$ cat src/rtl/friscv_fifo_stream_pkg.sv
// ============================================================================
// friscv_fifo_stream_pkg : shared sizes for the FIFO stream output stage
// Revision: 1.0
// ============================================================================
`default_nettype none

package friscv_fifo_stream_pkg;

  localparam int BUF_DEPTH = 2;

  // Buffered word count, 0..BUF_DEPTH
  typedef logic [1:0] occ_t;

endpackage

`default_nettype wire

$ cat src/rtl/friscv_fifo_stream_buf.sv
// ============================================================================
// friscv_fifo_stream_buf : 2-entry register buffer with wrapping pointers
// Revision: 1.0
// ============================================================================
`default_nettype none

module friscv_fifo_stream_buf
  import friscv_fifo_stream_pkg::*;
#(
  parameter int DATA_WIDTH = 8
) (
  input  logic                  aclk,
  input  logic                  srst,
  input  logic                  wr_en_i,
  input  logic [DATA_WIDTH-1:0] wr_data_i,
  input  logic                  rd_en_i,
  output occ_t                  occ_o,
  output logic [DATA_WIDTH-1:0] rd_data_o
);

  logic [DATA_WIDTH-1:0] mem_q [BUF_DEPTH];
  logic                  wr_ptr_q, wr_ptr_d;
  logic                  rd_ptr_q, rd_ptr_d;
  occ_t                  occ_q, occ_d;

  always_comb begin
    wr_ptr_d = wr_ptr_q ^ wr_en_i;
    rd_ptr_d = rd_ptr_q ^ rd_en_i;
    occ_d    = occ_q + occ_t'(wr_en_i) - occ_t'(rd_en_i);
  end

  always_ff @(posedge aclk) begin
    if (srst) begin
      wr_ptr_q <= 1'b0;
      rd_ptr_q <= 1'b0;
      occ_q    <= '0;
      for (int i = 0; i < BUF_DEPTH; i++) begin
        mem_q[i] <= '0;
      end
    end else begin
      wr_ptr_q <= wr_ptr_d;
      rd_ptr_q <= rd_ptr_d;
      occ_q    <= occ_d;
      if (wr_en_i) begin
        mem_q[wr_ptr_q] <= wr_data_i;
      end
    end
  end

  assign occ_o     = occ_q;
  assign rd_data_o = mem_q[rd_ptr_q];

endmodule

`default_nettype wire

$ cat src/rtl/friscv_fifo_stream_out.sv
// ============================================================================
// friscv_fifo_stream_out : FIFO pull control and valid/ready output stream
// Revision: 1.0
// ============================================================================
`default_nettype none

module friscv_fifo_stream_out
  import friscv_fifo_stream_pkg::*;
#(
  parameter int DATA_WIDTH = 8,
  parameter int RD_LATENCY = 1
) (
  input  logic                  aclk,
  input  logic                  srst,
  output logic                  fifo_pull,
  input  logic                  fifo_empty,
  input  logic [DATA_WIDTH-1:0] fifo_data,
  output logic                  m_valid,
  input  logic                  m_ready,
  output logic [DATA_WIDTH-1:0] m_data,
  output logic                  busy
);

  occ_t                  occ;
  logic                  pop;
  logic                  capture;
  logic                  inflight;
  logic [2:0]            pending;
  logic [DATA_WIDTH-1:0] buf_data;

  assign pop = m_valid & m_ready;

  // Counting in-flight words and this cycle's pop keeps occ+inflight <= 2
  assign pending   = 3'(occ) + 3'(inflight) - 3'(pop);
  assign fifo_pull = ~srst & ~fifo_empty & (pending < 3'(BUF_DEPTH));

  generate
    if (RD_LATENCY == 0) begin : g_lat0
      assign capture  = fifo_pull;
      assign inflight = 1'b0;
    end else if (RD_LATENCY == 1) begin : g_lat1
      logic inflight_q;

      always_ff @(posedge aclk) begin
        if (srst) begin
          inflight_q <= 1'b0;
        end else begin
          inflight_q <= fifo_pull;
        end
      end

      assign capture  = inflight_q;
      assign inflight = inflight_q;
    end else begin : g_bad_latency
      $fatal(1, "friscv_fifo_stream_out: RD_LATENCY must be 0 or 1");
      assign capture  = 1'b0;
      assign inflight = 1'b0;
    end
  endgenerate

  friscv_fifo_stream_buf #(
    .DATA_WIDTH (DATA_WIDTH)
  ) u_buf (
    .aclk      (aclk),
    .srst      (srst),
    .wr_en_i   (capture),
    .wr_data_i (fifo_data),
    .rd_en_i   (pop),
    .occ_o     (occ),
    .rd_data_o (buf_data)
  );

  // Outputs are forced idle while reset is held, not only after it
  assign m_valid = (occ != '0) & ~srst;
  assign m_data  = srst ? '0 : buf_data;
  assign busy    = ((occ != '0) | inflight) & ~srst;

endmodule

`default_nettype wire

$ cat config.mk
export PLATFORM = sky130hd
export DESIGN_NAME = friscv_fifo_stream_out
export DESIGN_NICKNAME = d
export VERILOG_FILES = /design/src/rtl/friscv_fifo_stream_pkg.sv /design/src/rtl/friscv_fifo_stream_buf.sv /design/src/rtl/friscv_fifo_stream_out.sv
export SDC_FILE = /design/constraint.sdc
export NUM_CORES = 1
export LEC_CHECK = 0
export BUFFER_PORTS_ARGS = -buffer_cell sky130_fd_sc_hd__buf_2
export CAP_MARGIN = 20
export CORE_MARGIN = 2
export CORE_UTILIZATION = 53
export DETAILED_ROUTE_END_ITERATION = 10
export PLACE_DENSITY = 0.78
export SLEW_MARGIN = 5
export SYNTH_ARGS = -nofsm -noshare
export SYNTH_HDL_FRONTEND = slang
export SYNTH_SLANG_ARGS = --single-unit
$ cat constraint.sdc
create_clock -name aclk -period 3.8 [get_ports aclk]
set_input_delay 0.19 -clock aclk [delete_from_list [all_inputs] [get_ports aclk]]
set_output_delay 0.19 -clock aclk [all_outputs]
set_load 0.02 [all_outputs]
; ---- Word level (Yosys, flattened, before mapping)
; Memories as Yosys holds them, arrays and structs flattened. A register that Yosys moved wholly into a read port is not among the register bits.
; Index checks and enable logic that the tools add are counted.
[classes]
n_addsub = 4
n_lt_le_gt_ge = 1
mux = 10
n_bitwise = 10
n_reduce_logical = 2
[ops]
columns = cell, n
row1 = $mux 8, 2
row2 = $mux 1, 8
row3 = $reduce_or 8->1, 1
row4 = $and 1x1->1, 5
row5 = $add 2x1->3, 1
row6 = $lt 3x2->1 const B, 1
row7 = $sub 3x1->3, 1
row8 = $add 2x1->2, 1
row9 = $not 1->1, 2
row10 = $reduce_bool 2->1, 1
row11 = $sub 2x1->2, 1
row12 = $xor 1x1->1, 2
row13 = $or 1x1->1, 1
[totals]
ff_bits = 5
ram_bits = 16
in_bits = 12
out_inout_bits = 11
elab_cells = 32
memories = 1
[mem_list]
columns = name, depth, width, rd, rd_ports_with_merged_regs, write_ports, line_no
row1 = u_buf.mem_q, 2, 8, 1, 1, 2, friscv_fifo_stream_buf.sv:21  ; logic [DATA_WIDTH-1:0] mem_q [BUF_DEPTH];

; ---- Depth between registers and ports, before layout
; Gate-level depths: netlist of run 1.
[logic_depth]
word_depth = 6
depth_mapped = 8
depth_no_buf = 8

; ---- By module
; A second synthesis of run 1 with hierarchy kept.
[hier_totals]
cells_unflattened = 82
area_unflattened_um2 = 1076.0
[by_module_without_submodules]
columns = module, instances, cells_per_inst, area_each_um2
row1 = friscv_fifo_stream_buf, 1, 61, 885.8
row2 = friscv_fifo_stream_out, 1, 21, 190.2

; ---- Least setup slack after synthesis of run 1
; Ideal clock, no wire load.
[synth_path]
kind = reg2out
startpoint = reg u_buf.occ_q[1], in the netlist u_buf.occ_o[1]
endpoint = out fifo_pull
t_arrival_ns = 2.177
required_ns = 3.610
setup_slack_ns = 1.433
path_stages_with_launch = 8
path_buffers = 0
cell_sequence = dfxtp_1 -> nor2_1 -> nor3b_1 -> ha_1 -> inv_1 -> ha_1 -> fa_1 -> nor4_1
[synth_between]
elab_chain_len = 6
[synth_rtl]
columns = item, line_no
row1 = "start, declared", friscv_fifo_stream_buf.sv:24  ; occ_t occ_q, occ_d;
row2 = "start signal, assigned", friscv_fifo_stream_buf.sv:36  ; occ_q <= '0;
row3 = "start signal, assigned", friscv_fifo_stream_buf.sv:43  ; occ_q <= occ_d;
row4 = $reduce_bool 2->1, friscv_fifo_stream_out.sv:74  ; assign m_valid = (occ != '0) & ~srst;
row5 = $and 1x1->1, friscv_fifo_stream_out.sv:74
row6 = $and 1x1->1, friscv_fifo_stream_out.sv:31  ; assign pop = m_valid & m_ready;
row7 = $sub 3x1->3 *, friscv_fifo_stream_out.sv:34  ; assign pending = 3'(occ) + 3'(inflight) - 3'(pop);
row8 = via pending[1], friscv_fifo_stream_out.sv:28  ; logic [2:0] pending;
row9 = $lt 3x2->1 *, friscv_fifo_stream_out.sv:35  ; assign fifo_pull = ~srst & ~fifo_empty & (pending < 3'(BUF_DEPTH));
row10 = $and 1x1->1 *, friscv_fifo_stream_out.sv:35
row11 = "end, declared", friscv_fifo_stream_out.sv:15  ; output logic fifo_pull,
; The timed path passes the listed nets; every way through them passes the cells marked *.

; ---- Worst setup path in the final report of run 1
; Ends and elaborated chain as after synthesis.

==> results of run 1 <==
## Yosys cell counts
cell type / n / area share
sky130_fd_sc_hd__inv_1: 5 / 0.018
sky130_fd_sc_hd__mux2_2: 1 / 0.011
sky130_fd_sc_hd__buf_8: 1 / 0.015
sky130_fd_sc_hd__nor3b_1: 1 / 0.0073
sky130_fd_sc_hd__nor3b_4: 1 / 0.018
sky130_fd_sc_hd__nor2_2: 1 / 0.0061
sky130_fd_sc_hd__mux2i_1: 8 / 0.078
sky130_fd_sc_hd__o21ai_0: 1 / 0.0048
sky130_fd_sc_hd__and3b_2: 1 / 0.0097
sky130_fd_sc_hd__nor3_1: 1 / 0.0048
sky130_fd_sc_hd__buf_4: 1 / 0.0073
sky130_fd_sc_hd__nor4_1: 2 / 0.012
sky130_fd_sc_hd__edfxtp_1: 16 / 0.47
sky130_fd_sc_hd__nor2_1: 12 / 0.044
sky130_fd_sc_hd__buf_6: 1 / 0.011
sky130_fd_sc_hd__xnor2_1: 2 / 0.017
sky130_fd_sc_hd__dfxtp_1: 5 / 0.097
sky130_fd_sc_hd__a21o_1: 2 / 0.015
sky130_fd_sc_hd__ha_1: 2 / 0.024
sky130_fd_sc_hd__fa_1: 1 / 0.019
sky130_fd_sc_hd__nor2b_1: 3 / 0.018
sky130_fd_sc_hd__and2_1: 16 / 0.097
## critical path, delay by kind of cell (launching register included)
| family | cells | cell delay [ps] |
|---|---|---|
| AND/OR/NAND/NOR | 3 | 490 |
| adder cells (fa/ha/maj) | 3 | 850 |
| buffers and inverters | 2 | 260 |
| flip-flops | 1 | 420 |
## layout make-up
type | instances | area [sq um] | share of cell area
Inverter | 5 | 18.8 | 0.0161
Clock buffer | 4 | 26.3 | 0.0226
Timing Repair Buffer | 22 | 110 | 0.0945
Sequential cell | 21 | 581 | 0.498
Tap cell | 25 | 31.3 | 0.0269
Multi-Input combinational cell | 55 | 398 | 0.342
## state kept, by name, indices dropped and copies added (netlist names)
signal,cells
capture,1
u_buf.mem_q,16
u_buf.occ_o,2
u_buf.rd_ptr_q,1
u_buf.wr_ptr_q,1
## metrics by stage
step,setup WS [ps],utilization,area (sq um),std cells
floorplan,1430,-,1030,84
global placement,1600,0.639,1140,128
detailed placement,1560,0.639,1140,128
CTS,1260,0.653,1160,132
global route,989,0.653,1160,132
finish,1300,0.653,1160,132
## cells in the final DEF, fill, tap and decap left out
cell type / Yosys / final
sky130_fd_sc_hd__a21o_1: 2 / 2
sky130_fd_sc_hd__nor3_1: 1 / 1
sky130_fd_sc_hd__nor2_1: 12 / 12
sky130_fd_sc_hd__dfxtp_1: 5 / 5
sky130_fd_sc_hd__fa_1: 1 / 1
sky130_fd_sc_hd__mux2i_1: 8 / 8
sky130_fd_sc_hd__o21ai_0: 1 / 1
sky130_fd_sc_hd__and3b_2: 1 / 1
sky130_fd_sc_hd__ha_1: 2 / 2
sky130_fd_sc_hd__nor4_1: 2 / 2
sky130_fd_sc_hd__nor3b_4: 1 / 1
sky130_fd_sc_hd__inv_1: 5 / 5
sky130_fd_sc_hd__and2_1: 16 / 16
sky130_fd_sc_hd__mux2_2: 1 / 1
sky130_fd_sc_hd__buf_2: 0 / 22
sky130_fd_sc_hd__nor2_2: 1 / 1
sky130_fd_sc_hd__clkbuf_1: 0 / 1
sky130_fd_sc_hd__clkbuf_4: 0 / 3
sky130_fd_sc_hd__nor2b_1: 3 / 3
sky130_fd_sc_hd__edfxtp_1: 16 / 16
sky130_fd_sc_hd__nor3b_1: 1 / 1
sky130_fd_sc_hd__xnor2_1: 2 / 2
## per-layer routing
metal | routed length (um) | GRT usage | up-vias | part of all wire
met2 | 778 | 0.288 | 14 | 0.51
li1 | - | - | 330 | -
met1 | 687 | 0.189 | 294 | 0.45
met5 | 0 | 0 | - | 0
met3 | 54 | 0.0333 | 2 | 0.035
met4 | 7 | 0.0486 | 0 | 0.0046
## logic make-up after synthesis
kind of cell,count (synthesis)
simple gates,38
flops,21
mux,9
buf+inv,8
compound gates,3
fa+ha+maj,3
xor+xnor,2
## path summary, 6_finish.rpt
kind | end | slack, ps | depth (start not counted)
setup / recovery | fifo_pull | 1300 | 8
hold / removal | capture | 60 | 2
setup reg to reg | capture | 1890 | 7
hold reg to reg | u_buf.wr_ptr_q | 620 | 2
## power by group
group / switching (mW) / leakage [nW] / total (mW) / internal [mW]
clock: 0.0588 / 0.0150 / 0.0996 / 0.0407
sequential: 0.0499 / 0.208 / 0.355 / 0.306
combinational: 0.131 / 0.272 / 0.244 / 0.114
==> summary by stage, run 1 <==
Outcome
The run finished with clean final reports.

Clocking
The clock sink count is 21. The latest clock arrival within the worst-skew pair is 290 ps. The post-CTS setup repair buffer count is 0. The clock root buffer is sky130_fd_sc_hd__clkbuf_4.

The maximum buffer depth of the clock tree is 2. The H-tree depth is 1. The quantity of gates resized following cts is 0. Clock-pin slew was measured on the worst setup and hold paths at 100 ps.

For this design, the CTS-stage hold fixing added 0 buffers. Clock tree synthesis inserted a total of 3 buffers. TritonCTS built the clock tree.

Floorplanning
The boundary pin count is 23. The initial core utilization is 0.578. The number of rows created at floorplan is 15. In this run the standard cell core region covers 1780 sq um. From bottom edge to top edge, the die measures 48.1 um.

The die is 48.1 um wide. The floorplan step defined a die boundary enclosing 2310 sq um.

Timing
The count of final max-slew check failures is 0. Static timing analysis puts the maximum clock frequency at 0.400 GHz. The tightest hold path in the finished design has a slack of 63.3 ps.

Setup violations remaining at the end of the flow were counted as 0. After routing, the total negative slack on setup checks comes to 0 ps. The post-route clock period utilization is 0.658. The shortest period the worst path allows is 2500 ps.

Setup repair after global routing left no endpoint under its margin. For the pin with the worst max-slew slack, the measured transition is 556 ps. The worst clock skew is 2.32 ps. The worst pin sits at a relative slew slack of 0.629. The final number of hold-violating endpoints is 0.

Critical path
The critical path is of the reg2out type. Walking the worst path, the cells encountered are nor2_1 -> nor3b_1 -> ha_1 -> inv_1 -> ha_1 -> fa_1 -> nor4_1 -> buf_2. The most frequent cell on the critical path is sky130_fd_sc_hd__ha_1.

STA classifies the critical path startpoint as a flip-flop. The worst-path cell with the longest stage delay is sky130_fd_sc_hd__fa_1. In this run the worst setup path begins at u_buf.occ_o[1]. The data arrival at the endpoint of the critical path is 2310 ps. The type of element capturing the critical path is an output pin. In this design, the stage delay of the slowest critical-path cell is 450 ps. At the worst endpoint, the required time is 3610 ps. In this run the critical register-to-register path is launched from u_buf.occ_o[1]. Along the worst path, the maximum fanout reaches 5.

Final layout
The share of final-layout standard cells stronger than drive strength 1 is 0.271. The count of inserted antenna diode cells is 0. The post-synthesis to final-layout area growth is 13.0%.

The number of nets in the final layout is 123. Fill cells in the final layout number 140.

Synth
The net count after synthesis is 99. For this run, the number of Yosys warnings is 0. Of the post-synthesis cell area, the part taken by muxes is 0.0886. The netlist uses 22 different library cells. The simple-gate area share of the yosys netlist is 0.217.

The share of the synthesized area in compound gates (AO/OA/AOI/OAI) is 0.0194. Dividing the synthesized area by the synthesized cell count gives 12.3 sq um. The combinational family with the most area after synthesis is simple AND/OR/NAND/NOR gates.

Of the total synthesized cell area, the portion taken by full adders, half adders and majority gates is 0.0437. Of the total synthesized cell area, the portion taken by XOR and XNOR cells is 0.0170. The synthesized instance count is 84.

The synthesized design contains 21 register bits. The sequential cell area fraction in the yosys report is 0.563. The cell area after synthesis is 1030 sq um.

Worst hold path
The min-delay analysis places its worst path in the category in2reg. The hold path startpoint is fifo_empty.

Global route
The number of global-route vias before repair is 641. The remaining global-route overflow is 0. The initial antenna violation count is 0.

Entering global routing, the biggest net connects 23 pins. Across every metal layer, demand over resource in global routing totals 0.159. The global-route wire length before repair is 2500 um.

Place
The sum of net half-perimeters after detailed placement is 1140 um. Routability-driven placement finished with a final weighted congestion of 0.749. The number of buffer cells added on primary ports is 22.

Routing
The routed wire length is 1530 um. After the first detailed-routing iteration, the DRC count stood at 5. The remaining design rule violation count is 0. Dividing the detail-routed wire length by the instance count gives 11.6 um. The count of vias placed by the detailed router is 640. Dividing the detail-routed via count by the number of cells gives 4.85. The detail route stage leaves a number of antenna-violating nets equal to 0. The detailed-router iteration count before antenna repair is 4.

Flow run
Across the run, the number of max-cap violations was 0.

Power and ir drop
In this run the power density over the cells is 600 nW/um^2. The leakage component of the power is 0.496 nW. The peak ir drop on the vdd network is 0.000318 V. The post-route total power is 699 uW.
Power figures use the tool's default switching activity.
==> run 2: changes to the inputs <==
- CORE_UTILIZATION: 53 -> 47
- PLACE_DENSITY: 0.78 -> 0.74
- clock period: 3.8 -> 2.3 ns (I/O delays scaled with it)
==> summary by stage, run 2 (synthesized netlist as in run 1, its figures left out) <==
Clocking
The clock slew at the register clock pins of the worst setup and hold paths is 110 ps (about the same). TritonCTS built the clock tree. The clock sink count is 21 (unchanged).

The number of clock buffers inserted by TritonCTS is 3 (unchanged). The H-tree depth is 1 (unchanged). The root buffer cell chosen for the clock tree is sky130_fd_sc_hd__clkbuf_4. The latest clock arrival within the worst-skew pair is 290 ps (about the same). The maximum buffer depth of the clock tree is 2 (unchanged). The post-CTS setup repair buffer count was 0 (unchanged).

Critical path
The slowest stage of the critical path belongs to the cell sky130_fd_sc_hd__fa_1. The setup path with the least slack is of type reg2out. The startpoint kind of the worst setup timing path is a flip-flop. Walking the worst path, the cells encountered are nor2_4 -> nor3b_2 -> ha_1 -> inv_1 -> ha_1 -> fa_1 -> nor4_2 -> buf_4. The startpoint identified for the worst register-to-register timing path is u_buf.occ_o[1]. The worst register-to-register path ends at capture. The type of element capturing the critical path is an output pin. The number of buffer and inverter instances along the worst setup path came to 2 (unchanged). The critical-path maximum fanout came to 5 (unchanged). The count of cells along the worst register-to-register path is 8 (+1). The slack of the worst reg-to-reg path is 450 ps (-1440 ps). The kind of cell adding the most delay to the critical path is adder cells. The largest incremental delay on the critical path was 480 ps (+30 ps). The critical path launch point is u_buf.occ_o[1]. The most frequent cell on the critical path is sky130_fd_sc_hd__ha_1. The number of logic stages on the critical path including buffering is 8 (unchanged). Following the worst setup path forward leads to its endpoint at fifo_pull. The required arrival time at the worst endpoint was 2180 ps (-1430 ps). The data arrival at the endpoint of the critical path is 2210 ps (-100 ps).

Global route
The initial antenna violation count is 0 (unchanged). The aggregate global-route resource usage is 0.138 (-0.0215). The number of global-route vias before repair was 613 (-4.4%). The global-route wire length before repair is 2560 um (+2.2%). The remaining global-route overflow is 0 (unchanged). The largest net degree at the start of global routing is 22 (-4.3%).

Final layout
The post-layout utilization of the core came to 0.599 (-0.0543). The count of inserted antenna diode cells is 0 (unchanged). The library cells used most frequently in the layout, excluding fill and tap cells, are sky130_fd_sc_hd__buf_2 (21), sky130_fd_sc_hd__and2_1 (16), sky130_fd_sc_hd__edfxtp_1 (16). The number of flip-flops under the largest register name is 16 (unchanged). Counting flops per register, the top entry is u_buf.mem_q. The post-synthesis to final-layout area growth is 17.5%. The share of final-layout standard cells stronger than drive strength 1 is 0.321 (+0.0501).

The most common cell after layout, fill and taps aside is sky130_fd_sc_hd__buf_2. The number of nets in the final layout is 125 (+1.6%).

Routing
The number of violations reported at the end of detailed-routing iteration 0 is 4 (-1). The routed wire length came to 1610 um (+5.6%). The mean routed wirelength per cell was 11.9 um (+2.5%). The routed via count divided by cell count is 4.86 (+0.24%). The remaining number of nets flagged by the antenna check after routing was 0 (unchanged).

The detailed-router iteration count before antenna repair is 3 (-1). The remaining design rule violation count is 0 (unchanged). The count of vias placed by the detailed router was 661 (+3.3%).

Power and ir drop
The leakage component of the power is 0.511 nW (+3.0%). The power density of the placed cells is 993 nW/um^2 (+65%). The combinational power share is 0.361 (+0.012). The internal cell power was 784 uW (+70%).

The power dissipated by switching net loads is 419 uW (+75%). The switching part of the total is 0.348 (+0.00576). The sequential cell fraction of total power was 0.499 (-0.009). The peak ir drop on the vdd network is 0.000698 V (+120%). The part of the total power dissipated in the clock network came to 0.141 (about the same).

Place
The routability congestion estimate from global placement is 0.778 (+3.8%). The worst setup timing slack at the placement stage is 128 ps (-1440 ps). The number of buffer cells added on primary ports was 22 (unchanged). The sum of net half-perimeters after detailed placement is 1140 um (-0.48%).

Timing
The final number of hold-violating endpoints is 0 (unchanged). The worst path in the final design needs a cycle of 2320 ps, including I/O delays and setup. The post-route clock period utilization is 1.01. The setup-violating endpoint count in the final report is 1 (+1). The count of final max-slew check failures is 0 (unchanged). The slew of the pin with the lowest slew margin is 531 ps (-25.3 ps).

The maximum clock frequency is 0.430 GHz. The worst clock skew is 0.974 ps (-1.35 ps). Setup repair after global routing could not meet its margin everywhere. The tightest slew margin relative to the limit is 0.646 (+0.0169). The worst setup margin is -24.9 ps (-1320 ps).

Floorplanning
The boundary pin count was 23 (unchanged). The die boundary height is 50.8 um (+5.7%). The area of the die is 2580 sq um (+12%). The placeable core area is 2020 sq um (+13%). The number of rows created at floorplan is 16 (+1). The initial core utilization is 0.510 (-0.0683). The die extent in x is 50.8 um (+5.7%).

Worst hold path
The tightest min-delay check is of the in2reg type.

Flow run
The reported max-cap violation count is 0 (unchanged).

Outcome
The run finished, with violations left. The checks that failed: negative setup slack.
-- run 2: cell count changes in the layout (fill, tap and decap cells not counted), sizes merged --
cell,previous run,this run
buf,22,23
dlygate4sd3,0,1
-- run 2: repair_timing --
item                                    in CTS  in global routing
gates resized for setup                      4                  4
endpoints found under the hold margin        1                  0
endpoints found under the setup margin       1                  1
hold buffers                                 1                  0
-- run 2: how the worst min path moves through the flow --
stage	from	end	slack, ps	cells past startpoint
final	fifo_data[6]	u_buf.mem_q[0][6]	100	2
after global routing	fifo_data[7]	u_buf.mem_q[0][7]	90	2
after CTS	fifo_data[6]	u_buf.mem_q[0][6]	100	2
after detailed placement	fifo_empty	capture	310	2
after global placement	fifo_empty	capture	300	2
after floorplan	fifo_empty	capture	190	1
-- run 2: per-stage QoR --
stage          power (mW)  cells  hold slack [ps]  cell area [sq um]  TNS [ps]
2_1_floorplan       0.910     84              194               1030         0
3_5_place_dp         1.01    131              308               1150         0
5_1_grt              1.28    136             90.9               1210      -201
3_3_place_gp        0.995    131              303               1150         0
4_1_cts              1.18    136             98.6               1190     -84.5
6_report             1.20    136              101               1210     -24.9
-- run 2: final cells by class --
type / count / area [sq um]
fillers: 170 / 811
flip-flops and latches: 21 / 586
multi-input cells: 55 / 417
repair buffers: 24 / 130
well taps: 27 / 33.8
clock buffers: 4 / 26.3
inverters: 5 / 18.8
-- run 2: worst reg2reg max path: stages (launching register included) --
cell and delay (ps):
sky130_fd_sc_hd__dfxtp_4 380, sky130_fd_sc_hd__nor2_4 110, sky130_fd_sc_hd__nor3b_2 50, sky130_fd_sc_hd__ha_1 270, sky130_fd_sc_hd__inv_1 40, sky130_fd_sc_hd__ha_1 180, sky130_fd_sc_hd__fa_1 390, sky130_fd_sc_hd__xnor2_1 160
sky130_fd_sc_hd__nor4_1 180
-- run 2: power by group through the flow --
stage / clock network (mW) / logic (mW) / registers [mW]
final: 0.169 / 0.434 / 0.600
after global routing: 0.193 / 0.480 / 0.611
after CTS: 0.169 / 0.422 / 0.592
after detailed placement: 0 / 0.412 / 0.595
after global placement: 0 / 0.404 / 0.590
after floorplan: 0 / 0.351 / 0.560
-- run 2: layer usage --
metal	global-route usage	wire, um	up-vias
li1	-	-	337
met1	0.161	715	311
met2	0.243	826	13
met3	0.0322	70	0
met4	0.0541	0	0
met5	0	0	-
==> run 3: changes to the inputs <==
- ABC_AREA: not set -> 1
==> summary by stage, run 3 <==
Global route
The number of global-route vias before repair is 871 (+42%). The initial antenna violation count was 0 (unchanged). The remaining global-route overflow is 0 (unchanged).

The global-route wire length before repair is 3810 um (+49%). The aggregate global-route resource usage was 0.203 (+0.0653). The largest net degree at the start of global routing was 18 (-18%).

Final layout
The number of standard cells in the final layout excluding fillers came to 183 (+35%). The area of the multi-input gates came to 399 sq um (-4.2%). The post-layout utilization of the core is 0.707 (+0.108). The filler cell count in the final layout is 142 (-16%). The post-synthesis to final-layout area growth is 38.2%. The number of nets in the final layout is 172 (+38%). The area occupied by registers is 583 sq um (-0.43%). u_buf.mem_q holds more flip-flops than any other register. The library cells used most frequently in the layout, excluding fill and tap cells, are sky130_fd_sc_hd__nor2_1 (30), sky130_fd_sc_hd__buf_4 (24), sky130_fd_sc_hd__buf_2 (21). The library cell used most frequently in the layout, excluding fill and tap cells, is sky130_fd_sc_hd__nor2_1. The count of inserted antenna diode cells is 0 (unchanged). The number of flip-flops under the largest register name was 16 (unchanged). The share of final-layout standard cells stronger than drive strength 1 came to 0.532 (+0.211).

Critical path
The type of element capturing the critical path is an output pin. The critical path goes through inv_2 -> nand2_2 -> nand3_2 -> inv_2 -> ha_4 -> inv_2 -> ha_4 -> fa_1 -> inv_2 -> nand2_2 -> nor3_2 -> buf_4. The startpoint kind of the worst setup timing path is a flip-flop. The worst-path cell with the longest stage delay is sky130_fd_sc_hd__fa_1.

The slack of the worst reg-to-reg path came to -30 ps (-480 ps). The data arrival at the endpoint of the critical path is 2230 ps (+20 ps). The category of the critical setup timing path is reg2out. The critical-path maximum fanout was 2 (-3).

The required arrival time at the worst endpoint is 2180 ps (about the same). The largest incremental delay on the critical path was 450 ps (-30 ps). The most frequent cell on the critical path is sky130_fd_sc_hd__inv_2.

Power and ir drop
The power density of the placed cells is 995 nW/um^2 (+0.14%). The switching part of the total is 0.369 (+0.0206). The post-route total power is 1.42 mW (+18%). The peak ir drop on the vdd network is 0.000621 V (-11%). The power dissipated by switching net loads is 524 uW (+25%). The leakage component of the power is 0.704 nW (+38%). The combinational power share is 0.499 (+0.138). The sequential cell fraction of total power was 0.378 (-0.121). The part of the total power dissipated in the clock network came to 0.122 (-0.019).

The internal cell power is 898 uW (+14%).

Routing
The detailed-router iteration count before antenna repair is 4 (+1). The mean routed wirelength per cell is 12.8 um (+7.8%). The routed via count divided by cell count is 4.75 (-2.3%). The remaining number of nets flagged by the antenna check after routing was 0 (unchanged).

The remaining design rule violation count is 0 (unchanged). The routed wire length is 2340 um (+45%). The number of violations reported at the end of detailed-routing iteration 0 is 18 (+14).

The count of vias placed by the detailed router is 869 (+31%).

Timing
The post-route clock period utilization is 1.02 (+0.0100). The worst setup margin is -48.0 ps (-23.1 ps). The worst clock skew is 1.48 ps (+0.508 ps).

The slew of the pin with the lowest slew margin is 589 ps (+58.7 ps). Setup repair after global routing could not meet its margin everywhere. The count of final max-slew check failures was 0 (unchanged). The worst hold-check slack is 56.8 ps (-43.8 ps). The tightest slew margin relative to the limit is 0.607 (-0.0392). The setup-violating endpoint count in the final report is 3 (+2). The maximum clock frequency came to 0.426 GHz (-0.98%).

The shortest period the worst path allows was 2350 ps (+23.1 ps). The final number of hold-violating endpoints is 0 (unchanged).

Synth
The net count after synthesis is 122 (+23%). Ranked by total cell area, the synthesized netlist is headed by sky130_fd_sc_hd__edfxtp_1 (46%), sky130_fd_sc_hd__nor2_1 (11%), sky130_fd_sc_hd__dfxtp_1 (9.7%). The total of flip-flops plus latches after synthesis is 21 (unchanged). The cell area after synthesis came to 1030 sq um (+0.36%). The mean cell area of the mapped netlist came to 9.67 sq um (-21%). The post-synthesis cell type count is 19 (-14%). Yosys instantiated no cell more often than sky130_fd_sc_hd__nor2_1. The fraction of post-synthesis cell area in the top cell type by area was 0.464 (-0.00169). The sequential cell area fraction in the yosys report was 0.561 (-0.00204). The top flip-flop cell by instance count after synthesis is sky130_fd_sc_hd__edfxtp_1. The number of flops mapped to enable cells by yosys came to 16 (unchanged). The biggest area consumer among synthesized cells is sky130_fd_sc_hd__edfxtp_1. The share of async-settable or async-resettable flops after synthesis came to 0 (unchanged). The synthesized instance count is 107 (+27%). The commonest cells after synthesis are sky130_fd_sc_hd__nor2_1 (30), sky130_fd_sc_hd__inv_1 (18), sky130_fd_sc_hd__edfxtp_1 (16). The number of synthesis warnings came to 0 (unchanged).

Clocking
The clock slew at the register clock pins of the worst setup and hold paths is 110 ps (about the same). The number of clock buffers inserted by TritonCTS is 3 (unchanged). The clock sink count is 21 (unchanged). The maximum buffer depth of the clock tree came to 2 (unchanged). The latest clock arrival within the worst-skew pair came to 290 ps (about the same). TritonCTS built the clock tree. The clock root buffer is sky130_fd_sc_hd__clkbuf_4. The H-tree depth is 1 (unchanged).

Flow run
The reported max-cap violation count is 0 (unchanged).

Floorplanning
The area of the die is 2590 sq um (+0.33%). The boundary pin count came to 23 (unchanged). The die boundary height is 50.9 um (+0.17%).

The die extent in x is 50.9 um (+0.17%). The number of rows created at floorplan is 16 (unchanged). The placeable core area is 2020 sq um (unchanged). The initial core utilization is 0.512 (+0.00186).

Place
The number of buffer cells added on primary ports is 22 (unchanged). The sum of net half-perimeters after detailed placement is 1250 um (+10%). The routability congestion estimate from global placement was 0.855 (+9.9%). The worst setup timing slack at the placement stage is 166 ps (+38.0 ps). The cell total after placement is 155 (+18%).

Worst hold path
The kind of path behind the tightest hold check is in2reg.

Outcome
The final reports fail on negative setup slack. The flow ran to the end, but the final reports show violations.
-- run 3: cell count changes in the layout (fill, tap and decap cells not counted), sizes merged, moves of 8 or more --
cell   delta
buf      +23
nor2     +23
and2     -16
inv      +15
nand2     +9
mux2i     -8
o21ai     +8
-- run 3: layer usage --
metal / vias to the layer above / track usage / part of all wire
met5: - / 0 / 0
met4: 0 / 0.0811 / 0.016
met3: 4 / 0.0409 / 0.053
met2: 30 / 0.398 / 0.55
met1: 401 / 0.204 / 0.38
li1: 434 / - / -
-- run 3: path summary, 6_finish.rpt --
path,start,endpoint,cells after the start
hold reg to reg,u_buf.wr_ptr_q,u_buf.wr_ptr_q,2
setup reg to reg,u_buf.occ_o[1],u_buf.rd_ptr_q,19
setup / recovery,u_buf.occ_o[1],fifo_pull,12
hold / removal,srst,u_buf.occ_o[1],2
-- run 3: metrics by stage --
step,cell area [sq um],TNS (ps)
2_1_floorplan,1030,0
3_3_place_gp,1160,0
3_5_place_dp,1160,0
4_1_cts,1390,-192
5_1_grt,1430,-367
6_report,1430,-95.2
-- run 3: worst max-delay path: cells and delay by family (launching register included) --
kind                       cells  cell delay (ps)
adders and majority gates      3              850
DFF                            1              350
buffers and inverters          5              400
and+or+nand+nor                4              340
-- run 3: timing repair --
item                       4_1_cts  5_1_grt
gates cloned                     0        0
buffers inserted                22        3
hold buffers                     1        0
hold endpoints to repair         1        0
pin swaps                        5        4
setup endpoints to repair        1        3
gates resized for setup          9        9
-- run 3: final cells by class --
class	instances	share of cell area
Tap cell	27	0.0236
Timing Repair Buffer	47	0.214
Multi-Input combinational cell	64	0.279
Clock buffer	3	0.0157
Clock inverter	1	0.00350
Inverter	20	0.0560
Sequential cell	21	0.408
-- run 3: cells by family (layout without fill, tap and decap cells) --
kind of cell / after synthesis / count (layout) / synth area share
AND/OR/NAND/NOR: 51 / 51 / 0.222
buffers and inverters: 22 / 71 / 0.0991
flip-flops: 21 / 21 / 0.561
AO/OA/AOI/OAI: 9 / 9 / 0.0653
adder cells (fa/ha/maj): 3 / 3 / 0.0435
XOR/XNOR: 1 / 1 / 0.00847
-- run 3: power groups by stage --
stage | logic, mW | registers [mW] | clock network [mW]
final | 0.710 | 0.538 | 0.174
after global routing | 0.773 | 0.546 | 0.193
after CTS | 0.583 | 0.535 | 0.176
after detailed placement | 0.385 | 0.536 | 0
after global placement | 0.374 | 0.533 | 0
after floorplan | 0.301 | 0.515 | 0
